$ cat src/rtl/o_result_drain_pkg.sv
// Shared types and constants for the o_result_drain result path.
// Optional feature macro: O_RESULT_DRAIN_RELU_EN (clamp negative results to zero).
package o_result_drain_pkg;

    // Word width of results and biases. The drain's DataWidth parameter must match it.
    localparam int DRAIN_DATA_WIDTH = 32;

    // Drain controller states
    typedef enum logic [1:0] {
        LOAD_BIAS  = 2'd0,
        RUN        = 2'd1,
        DRAIN_WAIT = 2'd2
    } drain_state_t;

    // Two's-complement saturation limits
    localparam logic [DRAIN_DATA_WIDTH-1:0] SAT_MAX = {1'b0, {(DRAIN_DATA_WIDTH-1){1'b1}}};
    localparam logic [DRAIN_DATA_WIDTH-1:0] SAT_MIN = {1'b1, {(DRAIN_DATA_WIDTH-1){1'b0}}};

    // One queued result: frame-end marker plus processed data
    typedef struct packed {
        logic                        last;
        logic [DRAIN_DATA_WIDTH-1:0] data;
    } fifo_entry_t;

    localparam int FIFO_ENTRY_WIDTH = $bits(fifo_entry_t);

endpackage

$ cat src/rtl/o_result_drain_fifo.sv
// result_fifo: synchronous first-word-fall-through FIFO with a registered head.
// The head register is refreshed from the array (registered read) or bypassed
// from the write data when the FIFO is empty, so the head never comes
// combinationally from push_data.
module result_fifo #(
    parameter int Width     = 33,
    parameter int Depth     = 4,
    parameter int AddrWidth = 2
) (
    input  logic             clk,
    input  logic             srst,
    input  logic             push,
    input  logic [Width-1:0] push_data,
    input  logic             pop,
    output logic [Width-1:0] pop_data,
    output logic             full,
    output logic             empty
);

    localparam logic [AddrWidth:0] CountFull = (AddrWidth+1)'(Depth);
    localparam logic [AddrWidth:0] CountOne  = (AddrWidth+1)'(1);

    logic [Width-1:0]     mem [Depth];
    logic [AddrWidth-1:0] wr_ptr_reg;
    logic [AddrWidth-1:0] rd_ptr_reg;
    logic [AddrWidth-1:0] rd_ptr_next;
    logic [AddrWidth:0]   count_reg;
    logic [Width-1:0]     head_reg;
    logic                 do_push;
    logic                 do_pop;

    assign full        = (count_reg == CountFull);
    assign empty       = (count_reg == '0);
    assign do_push     = push && !full;
    assign do_pop      = pop && !empty;
    assign rd_ptr_next = rd_ptr_reg + 1'b1;
    assign pop_data    = head_reg;

    // Storage array write port (no reset, so it maps onto RAM)
    always_ff @(posedge clk) begin
        if (do_push) begin
            mem[wr_ptr_reg] <= push_data;
        end
    end

    // Pointers, occupancy and head register
    always_ff @(posedge clk) begin
        if (srst) begin
            wr_ptr_reg <= '0;
            rd_ptr_reg <= '0;
            count_reg  <= '0;
            head_reg   <= '0;
        end else begin
            if (do_push) begin
                wr_ptr_reg <= wr_ptr_reg + 1'b1;
            end
            if (do_pop) begin
                rd_ptr_reg <= rd_ptr_next;
            end
            case ({do_push, do_pop})
                2'b10:   count_reg <= count_reg + 1'b1;
                2'b01:   count_reg <= count_reg - 1'b1;
                default: count_reg <= count_reg;
            endcase
            // Head follows the oldest remaining entry
            if (do_pop) begin
                if (count_reg > CountOne) begin
                    head_reg <= mem[rd_ptr_next];
                end else if (do_push) begin
                    head_reg <= push_data;
                end
            end else if (empty && do_push) begin
                head_reg <= push_data;
            end
        end
    end

endmodule

$ cat src/rtl/o_result_drain.sv
// o_result_drain: adds per-channel bias to accumulated results, saturates,
// optionally applies ReLU, and queues results with a frame-end marker.
// Optional feature macro: O_RESULT_DRAIN_RELU_EN.
module o_result_drain
    import o_result_drain_pkg::*;
#(
    parameter int DataWidth       = DRAIN_DATA_WIDTH,
    parameter int O_PEGroupSize   = 4,
    parameter int O_PEAddrWidth   = 2,
    parameter int FifoDepth       = 4,
    parameter int FifoAddrWidth   = 2,
    parameter int FrameCountWidth = 16
) (
    input  logic                       clk,
    input  logic                       aclr,
    input  logic                       DataInValid,
    output logic                       DataInRdy,
    input  logic [DataWidth-1:0]       DataIn,
    input  logic                       Bias_Valid,
    output logic                       Bias_Rdy,
    input  logic [DataWidth-1:0]       Bias_In,
    input  logic                       Bias_Reload,
    output logic                       DataOutValid,
    input  logic                       DataOutRdy,
    output logic [DataWidth-1:0]       DataOut,
    output logic                       DataOutLast,
    output logic [FrameCountWidth-1:0] Frame_Count,
    output logic                       Sat_Flag
);

    localparam logic [O_PEAddrWidth-1:0] LastCh = O_PEAddrWidth'(O_PEGroupSize - 1);

    drain_state_t               state_reg;
    drain_state_t               state_next;
    logic [O_PEAddrWidth-1:0]   ch_reg;
    logic [O_PEAddrWidth-1:0]   ch_next;
    logic [O_PEAddrWidth-1:0]   bias_ptr_reg;
    logic                       reload_pend_reg;
    logic [DataWidth-1:0]       bias_reg [O_PEGroupSize];
    logic                       sat_flag_reg;
    logic [FrameCountWidth-1:0] frame_count_reg;

    logic                        fifo_full;
    logic                        fifo_empty;
    logic [FIFO_ENTRY_WIDTH-1:0] head_bits;
    fifo_entry_t                 head_entry;
    fifo_entry_t                 push_entry;

    logic                 bias_fire;
    logic                 data_fire;
    logic                 pop_fire;
    logic [DataWidth-1:0] bias_sel;
    logic [DataWidth:0]   sum_ext;
    logic                 sat_hi;
    logic                 sat_lo;
    logic [DataWidth-1:0] sat_val;
    logic [DataWidth-1:0] result;

    // Handshake readiness comes only from registered state
    assign DataInRdy    = (state_reg == RUN) && !fifo_full;
    assign Bias_Rdy     = (state_reg == LOAD_BIAS);
    assign DataOutValid = !fifo_empty;
    assign head_entry   = fifo_entry_t'(head_bits);
    assign DataOut      = head_entry.data;
    assign DataOutLast  = head_entry.last;
    assign Frame_Count  = frame_count_reg;
    assign Sat_Flag     = sat_flag_reg;

    assign bias_fire = Bias_Valid && Bias_Rdy;
    assign data_fire = DataInValid && DataInRdy;
    assign pop_fire  = DataOutValid && DataOutRdy;

    // Channel counter after this cycle's push, wrapping at the frame end
    always_comb begin
        ch_next = ch_reg;
        if (data_fire) begin
            ch_next = (ch_reg == LastCh) ? '0 : ch_reg + 1'b1;
        end
    end

    // Bias add in DataWidth+1 bits, clamp to signed range, optional ReLU
    always_comb begin
        bias_sel = bias_reg[ch_reg];
        sum_ext  = {DataIn[DataWidth-1], DataIn} + {bias_sel[DataWidth-1], bias_sel};
        sat_hi   = !sum_ext[DataWidth] && sum_ext[DataWidth-1];
        sat_lo   = sum_ext[DataWidth] && !sum_ext[DataWidth-1];
        if (sat_hi) begin
            sat_val = SAT_MAX;
        end else if (sat_lo) begin
            sat_val = SAT_MIN;
        end else begin
            sat_val = sum_ext[DataWidth-1:0];
        end
`ifdef O_RESULT_DRAIN_RELU_EN
        result = sat_val[DataWidth-1] ? '0 : sat_val;
`else
        result = sat_val;
`endif
        push_entry.last = (ch_reg == LastCh);
        push_entry.data = result;
    end

    // State register
    always_ff @(posedge clk) begin
        if (aclr) begin
            state_reg <= LOAD_BIAS;
        end else begin
            state_reg <= state_next;
        end
    end

    // Next-state logic; a reload waits for the frame boundary, then for the FIFO to empty
    always_comb begin
        state_next = state_reg;
        case (state_reg)
            LOAD_BIAS: begin
                if (bias_fire && (bias_ptr_reg == LastCh)) begin
                    state_next = RUN;
                end
            end
            RUN: begin
                if (reload_pend_reg && (ch_next == '0)) begin
                    state_next = DRAIN_WAIT;
                end
            end
            DRAIN_WAIT: begin
                if (fifo_empty) begin
                    state_next = LOAD_BIAS;
                end
            end
            default: state_next = LOAD_BIAS;
        endcase
    end

    // Channel, bias pointer, reload request, saturation flag and frame counter
    always_ff @(posedge clk) begin
        if (aclr) begin
            ch_reg          <= '0;
            bias_ptr_reg    <= '0;
            reload_pend_reg <= 1'b0;
            sat_flag_reg    <= 1'b0;
            frame_count_reg <= '0;
        end else begin
            ch_reg <= ch_next;
            if (bias_fire) begin
                bias_ptr_reg <= (bias_ptr_reg == LastCh) ? '0 : bias_ptr_reg + 1'b1;
            end
            // A fresh request arriving on the drain-exit cycle is kept
            if ((state_reg == DRAIN_WAIT) && fifo_empty) begin
                reload_pend_reg <= Bias_Reload;
            end else if (Bias_Reload) begin
                reload_pend_reg <= 1'b1;
            end
            if (data_fire && (sat_hi || sat_lo)) begin
                sat_flag_reg <= 1'b1;
            end
            if (pop_fire && head_entry.last) begin
                frame_count_reg <= frame_count_reg + 1'b1;
            end
        end
    end

    // Per-channel bias registers, loaded in channel order
    generate
        for (genvar gi = 0; gi < O_PEGroupSize; gi++) begin : g_bias
            always_ff @(posedge clk) begin
                if (aclr) begin
                    bias_reg[gi] <= '0;
                end else if (bias_fire && (bias_ptr_reg == O_PEAddrWidth'(gi))) begin
                    bias_reg[gi] <= Bias_In;
                end
            end
        end
    endgenerate

    result_fifo #(
        .Width     (FIFO_ENTRY_WIDTH),
        .Depth     (FifoDepth),
        .AddrWidth (FifoAddrWidth)
    ) u_result_fifo (
        .clk       (clk),
        .srst      (aclr),
        .push      (data_fire),
        .push_data (push_entry),
        .pop       (pop_fire),
        .pop_data  (head_bits),
        .full      (fifo_full),
        .empty     (fifo_empty)
    );

endmodule

$ cat config.mk
export PLATFORM = sky130hd
export DESIGN_NAME = o_result_drain
export DESIGN_NICKNAME = d
export VERILOG_FILES = /design/src/rtl/o_result_drain_pkg.sv /design/src/rtl/o_result_drain_fifo.sv /design/src/rtl/o_result_drain.sv
export SDC_FILE = /design/constraint.sdc
export NUM_CORES = 1
export LEC_CHECK = 0
export BUFFER_PORTS_ARGS = -buffer_cell sky130_fd_sc_hd__buf_2
export CELL_PAD_IN_SITES_DETAIL_PLACEMENT = 2
export CELL_PAD_IN_SITES_GLOBAL_PLACEMENT = 2
export CORE_ASPECT_RATIO = 1.25
export CORE_UTILIZATION = 29
export DETAILED_ROUTE_END_ITERATION = 8
export PLACE_DENSITY = 0.64
export REMOVE_ABC_BUFFERS = 1
export SLEW_MARGIN = 20
export SYNTH_ARGS = -nofsm -noshare
export SYNTH_HDL_FRONTEND = slang
export SYNTH_SLANG_ARGS = --single-unit
$ cat constraint.sdc
create_clock -name clk -period 6.55 [get_ports clk]
set_clock_uncertainty 0.2 [all_clocks]
set_input_delay 0.9825 -clock clk [delete_from_list [all_inputs] [get_ports clk]]
set_output_delay 0.9825 -clock clk [all_outputs]
set_load 0.01 [all_outputs]
==> results of run 1 <==
[stage by stage]
step / hold slack (ps) / setup WS (ps) / power, mW / utilization / cell area (um^2)
6_report: 266 / 955 / 5.38 / 0.344 / 17700
5_1_grt: 333 / 493 / 5.59 / 0.344 / 17700
4_1_cts: 276 / 855 / 5.46 / 0.344 / 17700
3_5_place_dp: 261 / 912 / 3.40 / 0.321 / 16500
3_3_place_gp: 255 / 1040 / 3.36 / 0.321 / 16500
2_1_floorplan: 245 / 31.9 / 3.02 / - / 14900
[cell families (layout without fill, tap and decap cells)]
kind of cell,count (synthesis),after routing,synth area share
muxes,74,74,0.103
adders and majority gates,51,51,0.0426
xor gates and xnor gates,40,40,0.0231
AOI/OAI and AO/OA,192,192,0.0819
and+or+nand+nor,364,364,0.126
buffers and inverters,97,232,0.0243
DFF,324,324,0.600
[metal layers]
layer,GRT usage,share of wire,vias up
met5,0,0.00018,-
li1,-,-,4570
met2,0.316,0.53,175
met1,0.205,0.41,5154
met3,0.0249,0.037,62
met4,0.0570,0.028,2
[worst min-delay path by stage]
stage	start	end	slack, ps	cells past startpoint
2_1_floorplan	reload_pend_reg	reload_pend_reg	240	2
3_3_place_gp	Sat_Flag	Sat_Flag	260	2
3_5_place_dp	Sat_Flag	Sat_Flag	260	2
4_1_cts	Sat_Flag	Sat_Flag	280	2
5_1_grt	u_result_fifo.wr_ptr_reg[1]	u_result_fifo.wr_ptr_reg[1]	330	2
6_report	Sat_Flag	Sat_Flag	270	2
[area by class of cell]
| class | instances | area (um^2) | share of cell area |
|---|---|---|---|
| clock buffers | 46 | 1000 | 0.0565 |
| clock inverters | 18 | 186 | 0.0105 |
| inverters | 21 | 78.8 | 0.00445 |
| multi-input cells | 721 | 5720 | 0.323 |
| flip-flops and latches | 324 | 9090 | 0.513 |
| well taps | 665 | 832 | 0.0469 |
| repair buffers | 147 | 811 | 0.0457 |
[synth_stat cells (3+ instances only)]
library cell	number	area, um^2
inv_1	19	71.3
xor2_1	17	149
ha_1	50	626
a21o_1	19	143
and3_1	136	851
mux4_2	65	1460
o32ai_1	3	26.3
a21oi_1	57	285
edfxtp_1	260	7810
dfxtp_1	64	1280
o21a_1	5	37.5
buf_1	7	26.3
nand3_1	12	60.1
mux2i_1	9	90.1
clkbuf_1	66	248
o21ai_0	35	175
nand2b_1	16	100
buf_2	3	15.0
and2_1	9	56.3
o22ai_1	15	93.8
or2_2	3	18.8
nor3_1	10	50.1
a211oi_1	17	128
nor2b_1	13	81.3
nand4_1	5	31.3
nand2_1	79	297
or3_1	6	37.5
xnor2_1	23	201
a311oi_1	3	26.3
o211ai_1	14	105
o31a_1	3	26.3
nor2_1	65	244
[power groups by stage]
stage	combinational (mW)	clock [mW]	sequential, mW
finish	0.898	2.04	2.45
global route	0.988	2.15	2.45
CTS	0.912	2.10	2.45
detailed placement	0.906	0	2.49
global placement	0.876	0	2.48
floorplan	0.541	0	2.48
[worst min-delay path, stage by stage (launching register included)]
cell,delay (ps)
dfxtp_1,320
a21oi_1,40
nor2_1,70
==> impl_metrics.ini, run 1 <==
[power]
swShare = 0.274
cellLeakagePower_nw = 6.95
ir_drop_mv = 0.143
combPwrFrac = 0.167
power_density_nw_per_um2 = 304
p_switching_mw = 1.47
p_int_mw = 3.91
power_frac_seq = 0.454
clockPowerShare = 0.379

[cts]
cts_max_level = 2
clk_latency_ps = 530
cts_hold_buf = 0
cts-resized-gates = 0
clock-sinks = 324
cts_buffers = 36
path_clk_slew_ps = 60
cts_tree = yes
clk_path_buf_depth = 3
cts_post_setup_buffers_inserted = 0
clockRootBuffer = clkbuf_16

[floorplan]
die_w_um = 206
die_y_um = 258
core_um2 = 51500
initial_core_util = 0.294
die_area_um2 = 53200
pin_count = 123
num_rows = 93

[critical_path]
crit_family = compound AO/OA/AOI/OAI gates
cp-start-kind = register
end_kind = register
crit_path_max_incr_delay_ps = 650
cp.arrival_ps = 5830
worstSetupStartpoint = ch_reg[0]
r2r-start = ch_reg[0]
cp_cell_sequence = buf_4 > mux4_2 > ha_1 > a21oi_1 > a21oi_1 > o31a_1 > nor3_2 > a211oi_1 > o31ai_1 > mux2i_1 > or2_1 > ha_1 > inv_1 > o31ai_1 > nor2_1 > o32ai_1
crit_path_top_delay_cell = dfxtp_2
crit_buf_inv = 2
cp_max_fo = 13
crit_type = reg -> reg
ff2ff_setup_slack_ps = 960
crit_end = u_result_fifo.pop_data[8]
required_ps = 6780
reg2reg_depth = 16
regToRegEndpoint = u_result_fifo.pop_data[8]
cp.depth = 16

[cells_and_area]
drive_gt1_frac = 0.226
syn_to_final_growth_pct = 17.0
layout_commonest_cell = edfxtp_1
nets = 1372
largest_register_ffs = 132
n_antenna_cell = 0
final_cell_mix = edfxtp_1 (260), and3_1 (136), buf_2 (122)
layout.cells.non_filler = 1942
fill_cells = 5328

[timing]
rsz0062_at_grt = false
drv_slew = 0
setup_viol = 0
fmax_ghz = 0.179
period_minus_slack_ps = 5590
relSlewSlack = 0.357
tns_ps = 0
fin_crit_sh = 0.854
max_slew.worst_pin.slew_ps = 965
final_hold_viol_count = 0

[place]
dp_cells = 1878
io_buffers = 122
gp_congestion = 0.755
dp_hpwl_um = 30100

[routing]
initialDrtViolationCount = 450
ant_nets = 0
route.detailed.drc = 5
via_count = 9963
dr.pass1.iters = 6
vias_per_cell = 5.13
wl_per_cell_um = 23.1
drt-total-wl_um = 44900

[status]
violations = DRC
outcome = complete, but fails checks

[synthesis]
synth_cell_types = 58
synth_edf_count = 260
avgSynthCellArea_um2 = 13.3
synth_seq_cells = 324
synth-main-ff-cell = edfxtp_1
yosysSeqAreaShare = 0.600
synthArstFlopShare = 0
syn_area_um2 = 15200
yosys_warnings = 0
synthCells = 1142

[global_route]
antenna_found_initial = 1
grt_remaining_overflow = 0
grt_pass1_wl_um = 69100
grt_max_degree = 77
grt.total_usage = 0.173
grt_pass1_vias = 11300

[hold_path]
hp-class = reg -> reg

[run]
max-cap-violations = 0
Power figures use the tool's default switching activity.
==> run 2: changes to the inputs <==
CTS_CLUSTER_DIAMETER = 50   (was not set)
SYNTH_HIERARCHICAL = 1   (was not set)
==> impl_metrics.ini, run 2 <==
[cts]
clk_path_buf_depth = 3
cts_max_level = 2
clk_latency_ps = 550
clockRootBuffer = clkbuf_16
cts_tree = yes
clock-sinks = 324
cts_post_setup_buffers_inserted = 0
cts_buffers = 43
path_clk_slew_ps = 60
cts-resized-gates = 0
cts_hold_buf = 0

[floorplan]
num_rows = 95
pin_count = 123
die_area_um2 = 55300
die_y_um = 263
core_um2 = 53700
initial_core_util = 0.293
die_w_um = 210

[timing]
tns_ps = 0
fin_crit_sh = 0.875
max_slew.worst_pin.slew_ps = 1040
drv_slew = 0
rsz0062_at_grt = false
period_minus_slack_ps = 5730
whs_ps = 316
setup_viol = 0
relSlewSlack = 0.307
fmax_ghz = 0.174
final_hold_viol_count = 0

[synthesis]
synth_seq_cells = 324
yosys_warnings = 6
yosysSeqAreaShare = 0.577
synth-main-ff-cell = edfxtp_1
synth.most_common_cell = edfxtp_1
synthArstFlopShare = 0
syn_area_um2 = 15800
synth_top_area_frac = 0.496
synth_cell_types = 74
synthCells = 1196
synth_edf_count = 260
avgSynthCellArea_um2 = 13.2
synth_area_leader_cell = edfxtp_1
ys_top_cells_by_count = edfxtp_1 (260), and3_1 (138), nand2_1 (106)
synth_area_leaders = edfxtp_1 (50%), mux4_2 (9.3%), dfxtp_1 (8.1%)

[cells_and_area]
design_area_um2 = 18500
drive_gt1_frac = 0.254
largest_register_ffs = 132
layout_commonest_cell = edfxtp_1
final_cell_mix = edfxtp_1 (260), and3_1 (138), buf_2 (121)
fin_util = 0.345
nets = 1423
syn_to_final_growth_pct = 17.6
fill_cells = 5593
layout.cells.non_filler = 2065

[critical_path]
cp_cell_sequence = buf_4 > mux4_2 > ha_1 > a21oi_1 > o21ai_0 > a2111oi_0 > o21bai_1 > a21oi_2 > o31a_4 > xor2_1 > ha_1 > nand2b_1 > o311ai_0 > nand2_1 > a311oi_2
cp.arrival_ps = 6000
end_kind = register
crit_type = reg -> reg
reg2reg_depth = 15
crit_top_cell = ha_1
required_ps = 6820
cp_max_fo = 18
crit_path_max_incr_delay_ps = 720
cp-start-kind = register
crit_path_top_delay_cell = o311ai_0

[place]
dp_cells = 1984
dpl_cell_area_um2 = 17100
gp_congestion = 0.773
io_buffers = 122
dp_hpwl_um = 29300

[routing]
dr.pass1.iters = 5
vias_per_cell = 5.02
route.detailed.drc = 0
wl_per_cell_um = 21.8
via_count = 10400
initialDrtViolationCount = 482
drt-total-wl_um = 45000
ant_nets = 0

[power]
cellLeakagePower_nw = 7.16
ir_drop_mv = 0.166
power_density_nw_per_um2 = 296

[global_route]
grt_remaining_overflow = 0
grt.total_usage = 0.166
grt_max_degree = 129
grt_pass1_vias = 11700
antenna_found_initial = 3
grt_pass1_wl_um = 70000

[run]
max-cap-violations = 0

[hold_path]
hp-class = reg -> reg
worstHoldPathCells = 2

[status]
outcome = finished, final reports clean
==> run 2: cell types whose count changed after synthesis, moves of 8 or more <==
cell	previous run	this run
nand2b_1	16	7
nor2_1	65	57
a311oi_2	0	30
buf_2	3	16
nor2b_1	13	5
a21oi_1	57	73
nand2_1	79	106
o211ai_1	14	5
o22ai_1	15	2
a211oi_1	17	3
==> run 2: final cells by class <==
class / count / area, um^2 / area share
Timing Repair Buffer: 146 / 806 / 0.0435
Sequential cell: 324 / 9090 / 0.491
Tap cell: 727 / 910 / 0.0491
Antenna cell: 2 / 5.00 / 0.000270
Clock inverter: 30 / 285 / 0.0154
Clock buffer: 49 / 1120 / 0.0604
Inverter: 22 / 82.6 / 0.00446
Multi-Input combinational cell: 765 / 6220 / 0.336
==> run 2: final timing paths <==
check	start	slack, ps	endpoint
max	ch_reg[0]	820	u_result_fifo/pop_data[16]
min	Frame_Count[8]	320	Frame_Count[8]
max reg2reg	ch_reg[0]	820	u_result_fifo/pop_data[16]
min reg2reg	Frame_Count[8]	320	Frame_Count[8]
==> run 2: metal layers <==
layer,routed length (um),share of wire,track usage
met1,18900,0.42,0.195
met2,23800,0.53,0.305
met3,1270,0.028,0.0283
met4,999,0.022,0.0499
met5,13,0.00029,0
==> run 2: critical path, delay by kind of cell, from the launching register on <==
kind,cells,cell delay [ps]
AOI/OAI and AO/OA,8,2500
muxes,1,550
DFF,1,670
buffers and inverters,1,460
adders and majority gates,2,790
xor gates and xnor gates,1,60
and+or+nand+nor,2,370
==> run 2: metrics by stage <==
step | setup WS (ps) | power [mW]
after floorplan | 807 | 2.92
after global placement | 899 | 3.20
after detailed placement | 735 | 3.24
after CTS | 701 | 5.58
after global routing | 259 | 5.72
final | 817 | 5.48
==> run 2: cell families (layout without fill, tap and decap cells) <==
family / after synthesis / count (layout) / share of synthesized area
AND/OR/NAND/NOR: 378 / 378 / 0.125
flip-flops: 324 / 324 / 0.577
multiplexers: 69 / 69 / 0.0958
XOR/XNOR: 39 / 39 / 0.0222
AO/OA/AOI/OAI: 228 / 228 / 0.110
other: 0 / 2 / 0
buffers and inverters: 107 / 247 / 0.0293
adder cells (fa/ha/maj): 51 / 51 / 0.0410
==> run 2: where the power goes <==
part | switching [mW] | total [mW] | internal, mW | leakage [nW]
Combinational | 0.532 | 0.770 | 0.238 | 3.43
Sequential | 0.0183 | 2.41 | 2.39 | 3.05
Clock | 0.938 | 2.31 | 1.37 | 0.675
==> run 3: changes to the inputs <==
CORE_ASPECT_RATIO = not set   (was 1.25)
==> impl_metrics.ini, run 3 (synthesized netlist as in run 2, its figures left out) <==
[hold_path]
hp-class = reg -> reg

[global_route]
grt_pass1_vias = 11700
antenna_found_initial = 1
grt_remaining_overflow = 0
grt_max_degree = 129
grt.total_usage = 0.168
grt_pass1_wl_um = 71400

[power]
power_density_nw_per_um2 = 297
p_switching_mw = 1.45
power_frac_seq = 0.440
clockPowerShare = 0.417
combPwrFrac = 0.143
cellLeakagePower_nw = 7.15
ir_drop_mv = 0.153
p_int_mw = 4.02
swShare = 0.265

[cts]
clock-sinks = 324
cts_post_setup_buffers_inserted = 0
cts_hold_buf = 0
cts_tree = yes
path_clk_slew_ps = 50
clockRootBuffer = clkbuf_16
clk_latency_ps = 550
cts_max_level = 2
cts_buffers = 42
clk_path_buf_depth = 3
cts-resized-gates = 0

[routing]
via_count = 10400
vias_per_cell = 5.15
drt-total-wl_um = 46100
dr.pass1.iters = 7
route.detailed.drc = 0
wl_per_cell_um = 22.8
initialDrtViolationCount = 565
ant_nets = 0

[place]
dpl_cell_area_um2 = 17100
gp_congestion = 0.786
dp_hpwl_um = 29800
io_buffers = 122

[timing]
setup_viol = 0
max_slew.worst_pin.slew_ps = 1050
tns_ps = 0
whs_ps = 287
relSlewSlack = 0.288
rsz0062_at_grt = false
fmax_ghz = 0.178
final_hold_viol_count = 0
fin_crit_sh = 0.859
period_minus_slack_ps = 5630
drv_slew = 0

[critical_path]
required_ps = 6810
ff2ff_setup_slack_ps = 920
crit_type = reg -> reg
end_kind = register
cp_max_fo = 17
cp-start-kind = register
cp.arrival_ps = 5890

[status]
outcome = finished, final reports clean

[floorplan]
die_w_um = 235
pin_count = 123
die_area_um2 = 55300
core_um2 = 53700
die_y_um = 235
num_rows = 85
initial_core_util = 0.293

[cells_and_area]
nets = 1421
largest_register_ffs = 132
final_cell_mix = edfxtp_1 (260), and3_1 (138), buf_2 (121)
drive_gt1_frac = 0.250
layout_commonest_cell = edfxtp_1
design_area_um2 = 18400
syn_to_final_growth_pct = 17.0
fill_cells = 5484
n_antenna_cell = 0

[run]
max-cap-violations = 0
[run 3: cell types whose count changed in the layout (fill, tap and decap cells not counted), sizes merged]
| cell | before | now |
|---|---|---|
| clkbuf | 49 | 56 |
| clkinv | 17 | 11 |
| inv | 27 | 22 |
| clkinvlp | 5 | 1 |
| diode | 2 | 0 |
| buf | 146 | 145 |
| bufinv | 3 | 4 |
[run 3: cell type report]
| cell class | count | area (um^2) | share of cell area |
|---|---|---|---|
| Clock inverter | 16 | 208 | 0.0113 |
| Tap cell | 696 | 871 | 0.0473 |
| Inverter | 22 | 82.6 | 0.00448 |
| Sequential cell | 324 | 9090 | 0.493 |
| Multi-Input combinational cell | 765 | 6220 | 0.338 |
| Clock buffer | 56 | 1150 | 0.0627 |
| Timing Repair Buffer | 145 | 798 | 0.0433 |
[run 3: worst max-delay path, stage by stage, from the launching register on]
cell	delay (ps)
dfxtp_2	610
buf_12	260
mux4_2	520
ha_1	410
a21oi_1	270
o21ai_0	170
a2111oi_0	530
o21bai_1	180
a21oi_2	220
o31a_4	190
xor2_1	60
ha_1	370
nand2b_1	220
o311ai_0	870
nand2_1	150
a311oi_2	290
[run 3: stage by stage]
step	util	power, mW	worst slack, ps	std cells
after detailed placement	0.318	3.24	892	1952
final	0.343	5.47	923	2024
after global placement	0.318	3.21	1140	1952
after floorplan	-	2.92	807	1111
after global routing	0.343	5.69	542	2024
after CTS	0.343	5.54	857	2024
[run 3: final timing paths]
check,from,to,cells after the start
worst max register to register,ch_reg[0],u_result_fifo/pop_data[16],15
worst min-delay path,Sat_Flag,Sat_Flag,2
worst min register to register,Sat_Flag,Sat_Flag,2
worst max-delay path,ch_reg[0],u_result_fifo/pop_data[16],15
[run 3: power groups by stage]
stage	Combinational (mW)	Clock (mW)	Sequential [mW]
after floorplan	0.481	0	2.44
after global placement	0.765	0	2.45
after detailed placement	0.790	0	2.45
after CTS	0.797	2.34	2.41
after global routing	0.872	2.41	2.41
final	0.784	2.28	2.41
[run 3: metal layers]
metal / wire, um / track usage / share of wire
met1: 20500 / 0.215 / 0.44
met2: 23000 / 0.294 / 0.50
met3: 1600 / 0.0255 / 0.035
met4: 995 / 0.0508 / 0.022
met5: 13 / 0 / 0.00028
